===== config.mk =====
export PLATFORM = sky130hd
export DESIGN_NAME = io_timer
export DESIGN_NICKNAME = d
export VERILOG_FILES = /design/src/rtl/io_timer.sv
export SDC_FILE = /design/constraint.sdc
export NUM_CORES = 1
export LEC_CHECK = 0
export ABC_AREA = 1
export CORE_ASPECT_RATIO = 1.1
export CORE_MARGIN = 3
export CORE_UTILIZATION = 40
export DETAILED_ROUTE_END_ITERATION = 8
export REMOVE_ABC_BUFFERS = 1
export SLEW_MARGIN = 5
export SYNTH_ARGS = -nofsm -noshare
export SYNTH_HDL_FRONTEND = slang
export SYNTH_SLANG_ARGS = --single-unit
export TNS_END_PERCENT = 20

===== constraint.sdc =====
create_clock -name clk -period 2.9 [get_ports clk]
set_input_delay 0.435 -clock clk [delete_from_list [all_inputs] [get_ports clk]]
set_output_delay 0.435 -clock clk [all_outputs]
set_load 0.03 [all_outputs]

===== src/rtl/io_timer.sv =====
// io_timer: banked 8-register IO timer with prescaler, reload, overflow IRQ and buffered 16-bit access.
// Optional input-capture unit is compiled in when IO_TIMER_CAPTURE_EN is defined.
module io_timer #(
  parameter logic [1:0] BANK = 2'd0
) (
  input  logic       clk,
  input  logic       reset_n,
  input  logic       pause,
  input  logic [4:0] io_readaddr,
  output logic [7:0] io_readdata,
  input  logic [4:0] io_writeaddr,
  input  logic [7:0] io_writedata,
  input  logic       io_write_en,
`ifdef IO_TIMER_CAPTURE_EN
  input  logic       capture_in,
`endif
  output logic       irq
);
  localparam logic [2:0] OFF_CTRL      = 3'd0;
  localparam logic [2:0] OFF_STATUS    = 3'd1;
  localparam logic [2:0] OFF_COUNT_LO  = 3'd2;
  localparam logic [2:0] OFF_COUNT_HI  = 3'd3;
  localparam logic [2:0] OFF_RELOAD_LO = 3'd4;
  localparam logic [2:0] OFF_RELOAD_HI = 3'd5;
  localparam logic [2:0] OFF_CAP_LO    = 3'd6;
  localparam logic [2:0] OFF_CAP_HI    = 3'd7;

  logic        en_q, en_d, autoreload_q, autoreload_d, ien_q, ien_d;
  logic [2:0]  psc_q, psc_d;
  logic        ovf_q, ovf_d, capf_q, capf_d;
  logic [15:0] count_q, count_d, reload_q, reload_d;
  logic [7:0]  presc_q, presc_d, temp_q, temp_d;
  logic [7:0]  hi_latch_q, hi_latch_d, rdata_q, rdata_d;

  logic        wr_hit, rd_hit, ctrl_stop, count_wr, status_wr;
  logic        tick_raw, tick, ovf_set, cap_set;
  logic [2:0]  wr_off;
  logic [7:0]  psc_limit, rd_word;
  logic [15:0] cap_val;

  assign wr_hit    = io_write_en && (io_writeaddr[4:3] == BANK);
  assign wr_off    = io_writeaddr[2:0];
  assign rd_hit    = (io_readaddr[4:3] == BANK);
  assign ctrl_stop = wr_hit && (wr_off == OFF_CTRL) && !io_writedata[0];
  assign count_wr  = wr_hit && (wr_off == OFF_COUNT_LO);
  assign status_wr = wr_hit && (wr_off == OFF_STATUS);
  assign psc_limit = (8'd1 << psc_q) - 8'd1;
  assign tick_raw  = en_q && (presc_q == psc_limit);
  // A CPU COUNT write or an EN-clearing CTRL write swallows the tick of that cycle.
  assign tick      = tick_raw && !ctrl_stop && !count_wr;
  assign irq       = ovf_q & ien_q;
  assign io_readdata = rdata_q;

`ifdef IO_TIMER_CAPTURE_EN
  logic [2:0]  cap_sync_q;
  logic [15:0] cap_q;

  // Two synchronizer flops plus one history flop for rising-edge detection.
  always_ff @(posedge clk or negedge reset_n) begin
    if (!reset_n) begin
      cap_sync_q <= '0;
      cap_q      <= '0;
    end else begin
      cap_sync_q <= {cap_sync_q[1:0], capture_in};
      if (cap_set) cap_q <= count_q;
    end
  end

  assign cap_set = cap_sync_q[1] & ~cap_sync_q[2];
  assign cap_val = cap_q;
`else
  assign cap_set = 1'b0;
  assign cap_val = 16'h0000;
`endif

  always_comb begin
    rd_word = 8'h00;
    case (io_readaddr[2:0])
      OFF_CTRL:      rd_word = {1'b0, psc_q, 1'b0, ien_q, autoreload_q, en_q};
      OFF_STATUS:    rd_word = {5'b0, capf_q, en_q, ovf_q};
      OFF_COUNT_LO:  rd_word = count_q[7:0];
      OFF_COUNT_HI:  rd_word = hi_latch_q;
      OFF_RELOAD_LO: rd_word = reload_q[7:0];
      OFF_RELOAD_HI: rd_word = reload_q[15:8];
      OFF_CAP_LO:    rd_word = cap_val[7:0];
      OFF_CAP_HI:    rd_word = cap_val[15:8];
      default:       rd_word = 8'h00;
    endcase
  end

  always_comb begin
    en_d         = en_q;
    autoreload_d = autoreload_q;
    ien_d        = ien_q;
    psc_d        = psc_q;
    count_d      = count_q;
    reload_d     = reload_q;
    temp_d       = temp_q;
    hi_latch_d   = hi_latch_q;
    rdata_d      = rdata_q;
    ovf_set      = 1'b0;
    presc_d      = (!en_q || tick_raw) ? 8'd0 : presc_q + 8'd1;

    if (tick) begin
      if (count_q == 16'hFFFF) begin
        count_d = reload_q;
        ovf_set = 1'b1;
        if (!autoreload_q) en_d = 1'b0;
      end else begin
        count_d = count_q + 16'd1;
      end
    end

    if (wr_hit) begin
      case (wr_off)
        OFF_CTRL: begin
          en_d         = io_writedata[0];
          autoreload_d = io_writedata[1];
          ien_d        = io_writedata[2];
          psc_d        = io_writedata[6:4];
        end
        OFF_COUNT_LO:                temp_d   = temp_q;
        OFF_COUNT_HI, OFF_RELOAD_HI: temp_d   = io_writedata;
        OFF_RELOAD_LO:               reload_d = {temp_q, io_writedata};
        default:                     temp_d   = temp_q;
      endcase
    end
    if (count_wr) count_d = {temp_q, io_writedata};

    ovf_d  = (ovf_q  & ~(status_wr & io_writedata[0])) | ovf_set;
    capf_d = (capf_q & ~(status_wr & io_writedata[2])) | cap_set;

    if (!pause) begin
      rdata_d = rd_hit ? rd_word : 8'h00;
      if (rd_hit && (io_readaddr[2:0] == OFF_COUNT_LO)) hi_latch_d = count_q[15:8];
    end
  end

  always_ff @(posedge clk or negedge reset_n) begin
    if (!reset_n) begin
      en_q         <= 1'b0;
      autoreload_q <= 1'b0;
      ien_q        <= 1'b0;
      psc_q        <= 3'd0;
      ovf_q        <= 1'b0;
      capf_q       <= 1'b0;
      count_q      <= 16'h0000;
      reload_q     <= 16'h0000;
      presc_q      <= 8'h00;
      temp_q       <= 8'h00;
      hi_latch_q   <= 8'h00;
      rdata_q      <= 8'h00;
    end else begin
      en_q         <= en_d;
      autoreload_q <= autoreload_d;
      ien_q        <= ien_d;
      psc_q        <= psc_d;
      ovf_q        <= ovf_d;
      capf_q       <= capf_d;
      count_q      <= count_d;
      reload_q     <= reload_d;
      presc_q      <= presc_d;
      temp_q       <= temp_d;
      hi_latch_q   <= hi_latch_d;
      rdata_q      <= rdata_d;
    end
  end
endmodule


==> summary.md <==
| Metric | Value |
|---|---|
| TritonCTS buffer count | 9 |
| Slowest CP cell | dfrtp_1 |
| Leakage | 2.22 nW |
| Final #Nets | 588 |
| Hold slack | 0.209 ns |
| Post-synth EDFFs | 0 |
| Final setup violation count | 0 |
| Final WL | 10.4 mm |
| Final hold violation count | 0 |
| Cells after synthesis | 527 |
| Die W | 101 microns |
| Vias in the first global route | 3,510 |
| Largest net degree at the start of global routing | 73 |
| Antenna violations before repair | 0 |
| Synth top area share | 0.451 |
| IO Count | 31 |
| Placed insts | 669 |
| Endpoint class of the critical path | flip-flop |
| Max-slew headroom | 0.379 |
| NetSw | 1.20 mW |
| Cell Area, Synth | 3990 sq um |
| Routed len/inst | 15.2 microns |
| R2r worst-path depth | 12 |
| Fraction of the cycle the final worst path needs | 0.836 |
| Via count | 3,627 |
| DRC | 0 |
| Number of port buffers | 30 |
| H-tree Lvls | 3 |
| Max stage delay on crit path | 0.55 ns |
| Worst path buffer plus inverter count | 2 |
| Period minus WS final | 2.42 ns |
| Crit Path Max Fanout | 15 |
| Status | finished, final reports clean |
| Placed Area | 4430 sq um |
| First-pass GRT wire length | 17.6 mm |
| CTS max path bufs | 2 |
| Max-Cap Viols | 0 |
| Hpwl dp | 7.74 mm |
| Post-CTS setup buffers | 0 |
| Synth area leader | dfrtp_1 |
| Worst R2R End | count_q[0] |
| Root Buffer | clkbuf_8 |
| CP arrival | 2.66 ns |
| Initial DRC count | 308 |
| HP Class | input port to asynchronous set/reset pin |
| Critical path type | flip-flop to flip-flop |
| RSZ-0062 raised after global routing | no |
| Final non-filler cell total | 685 |
| Reg-to-reg startpoint | psc_q[2] |
| Sequential power share | 0.465 |
| Post-synth cell types | 40 |
| Most common cell after layout, fill and taps aside | nand2_1 |
| Clock sink count | 72 |
| Async SR Flop Fraction | 1.00 |
| Critical Path RT | 3.13 ns |
| Critical Path Source Type | flip-flop |
| Ys Warns | 0 |
| Vias per cell | 5.29 |
| Top delay family on crit path | simple AND/OR/NAND/NOR gates |
| Detailed Routing Iterations Pass 1 | 5 |
| Crit-path cells | inv_2 -> nand3_1 -> ha_1 -> inv_1 -> nand2_1 -> nand2_1 -> o21ai_0 -> nand3_1 -> nor2_1 -> nand3_2 -> nand3_1 -> nand3_1 |
| Antenna Nets Post-Route | 0 |
| Yosys reg bits | 72 |
| Global placer's final weighted congestion | 0.878 |
| Die area | 11,200 sq um |
| Post-route cell area | 4630 sq um |
| Maximum vdd drop | 0.231 mV |
| ANT cells | 0 |
| R2R Setup Slk | 0.48 ns |
| Fin worst setup slack | 0.475 ns |
| Share of cells above drive strength 1 | 0.0898 |
| Gate power share | 0.269 |
| Total power | 3.16 mW |
| Area growth syn-to-layout | 16.0% |
| Clk_skew | 0.0163 ns |
| Top cell by count, worst path | nand3_1 |
| Cts hold-fix bufs | 0 |
| CTS tree | yes |
| Clk_lat worst skew | 0.36 ns |
| FP Rows | 37 |
| Commonest non-fill, non-tap cells in the layout | nand2_1, dfrtp_1, nand3_1 |
| PD cells | 682 nW/um^2 |
| Internal | 1.96 mW |
| Fmax | 412 MHz |
| Starting density of the core | 0.419 |
| Total GRT Usage | 0.197 |
| Synth Flop Type | dfrtp_1 |
| Sequential share of the synthesized area | 0.451 |
| Synth area leaders | dfrtp_1, nand2_1, nand3_1, o21ai_0, inv_1 |
| Gr ovfl total | 0 |
| Clk pwr share | 0.265 |
| Setup_tns | 0 ns |
| Mean Syn Cell Area | 7.58 sq um |
| Post-place setup slack | 0.473 ns |
| CORE AREA | 9540 sq um |
| Resize count post-CTS | 0 |
| Slew @ Worst Pin | 0.932 ns |
| Slew Limit Fails | 0 |
| Sw Ratio | 0.378 |
| Die Y-Extent | 111 microns |
| Final core utilization | 0.486 |
| Number of fill cells in the layout | 943 |
| Clock-pin slew on the worst setup and hold paths | 0.08 ns |
==> cell usage after synthesis, drive strengths merged, types with 3 or more instances <==
cell	instances
inv	66
dfrtp	72
xor2	7
mux2	6
nor2	35
nand4	6
nand2	159
xnor2	3
nand3	62
o21ai	55
nor3	9
buf	5
ha	3
clkbuf	6
nor3b	5
a21oi	11
==> routing by layer <==
layer	part of all wire	vias to the layer above	routed length, microns	track usage
li1	-	1803	-	-
met1	0.46	1699	4790	0.286
met2	0.47	110	4840	0.301
met3	0.059	15	615	0.0365
met4	0.014	0	143	0.0532
met5	0	-	0	0
==> kinds of logic (layout without fill, tap and decap cells) <==
group,count (synthesis),count (layout),synth area share
XOR/XNOR,10,10,0.0219
adder cells (fa/ha/maj),3,3,0.00940
AO/OA/AOI/OAI,79,79,0.109
flip-flops,72,72,0.451
AND/OR/NAND/NOR,280,280,0.316
multiplexers,6,6,0.0169
buffers and inverters,77,118,0.0755
==> flip-flops by register name, indices dropped and copies added, names as in the netlist <==
signal	cells
count_q	16
reload_q	16
hi_latch_q	8
io_readdata	8
presc_q	8
temp_q	8
psc_q	3
autoreload_q	1
capf_q	1
en_q	1
ien_q	1
ovf_q	1
==> how the worst max path moves through the flow <==
stage                        start          end  cells after the start
after global routing      psc_q[2]  count_q[11]                     13
final                     psc_q[2]   count_q[0]                     12
after floorplan           psc_q[2]  count_q[13]                     11
after global placement    psc_q[0]  count_q[13]                     11
after detailed placement  psc_q[2]  count_q[13]                     12
after CTS                 psc_q[2]  count_q[13]                     13
==> final cells by class <==
cell class	count	area (sq um)	area share
repair buffers	36	343	0.0740
multi-input cells	378	1890	0.408
clock inverters	7	78.8	0.0170
inverters	66	248	0.0535
well taps	117	146	0.0316
flip-flops and latches	72	1800	0.389
clock buffers	9	124	0.0267
==> power groups by stage <==
| stage | clock network, mW | registers [mW] | logic (mW) |
|---|---|---|---|
| after floorplan | 0 | 1.41 | 0.603 |
| after global placement | 0 | 1.48 | 0.823 |
| after detailed placement | 0 | 1.48 | 0.843 |
| after CTS | 0.847 | 1.46 | 0.852 |
| after global routing | 0.904 | 1.50 | 0.987 |
| final | 0.838 | 1.47 | 0.850 |
==> worst reg2reg max path: cells and delay by family, from the launching register on <==
family	cells	cell delay [ns]
DFF	1	0.55
and+or+nand+nor	8	1.26
AOI/OAI and AO/OA	1	0.07
adders and majority gates	1	0.26
buffers and inverters	2	0.16
Note: power is estimated with default switching activity, not from simulation.
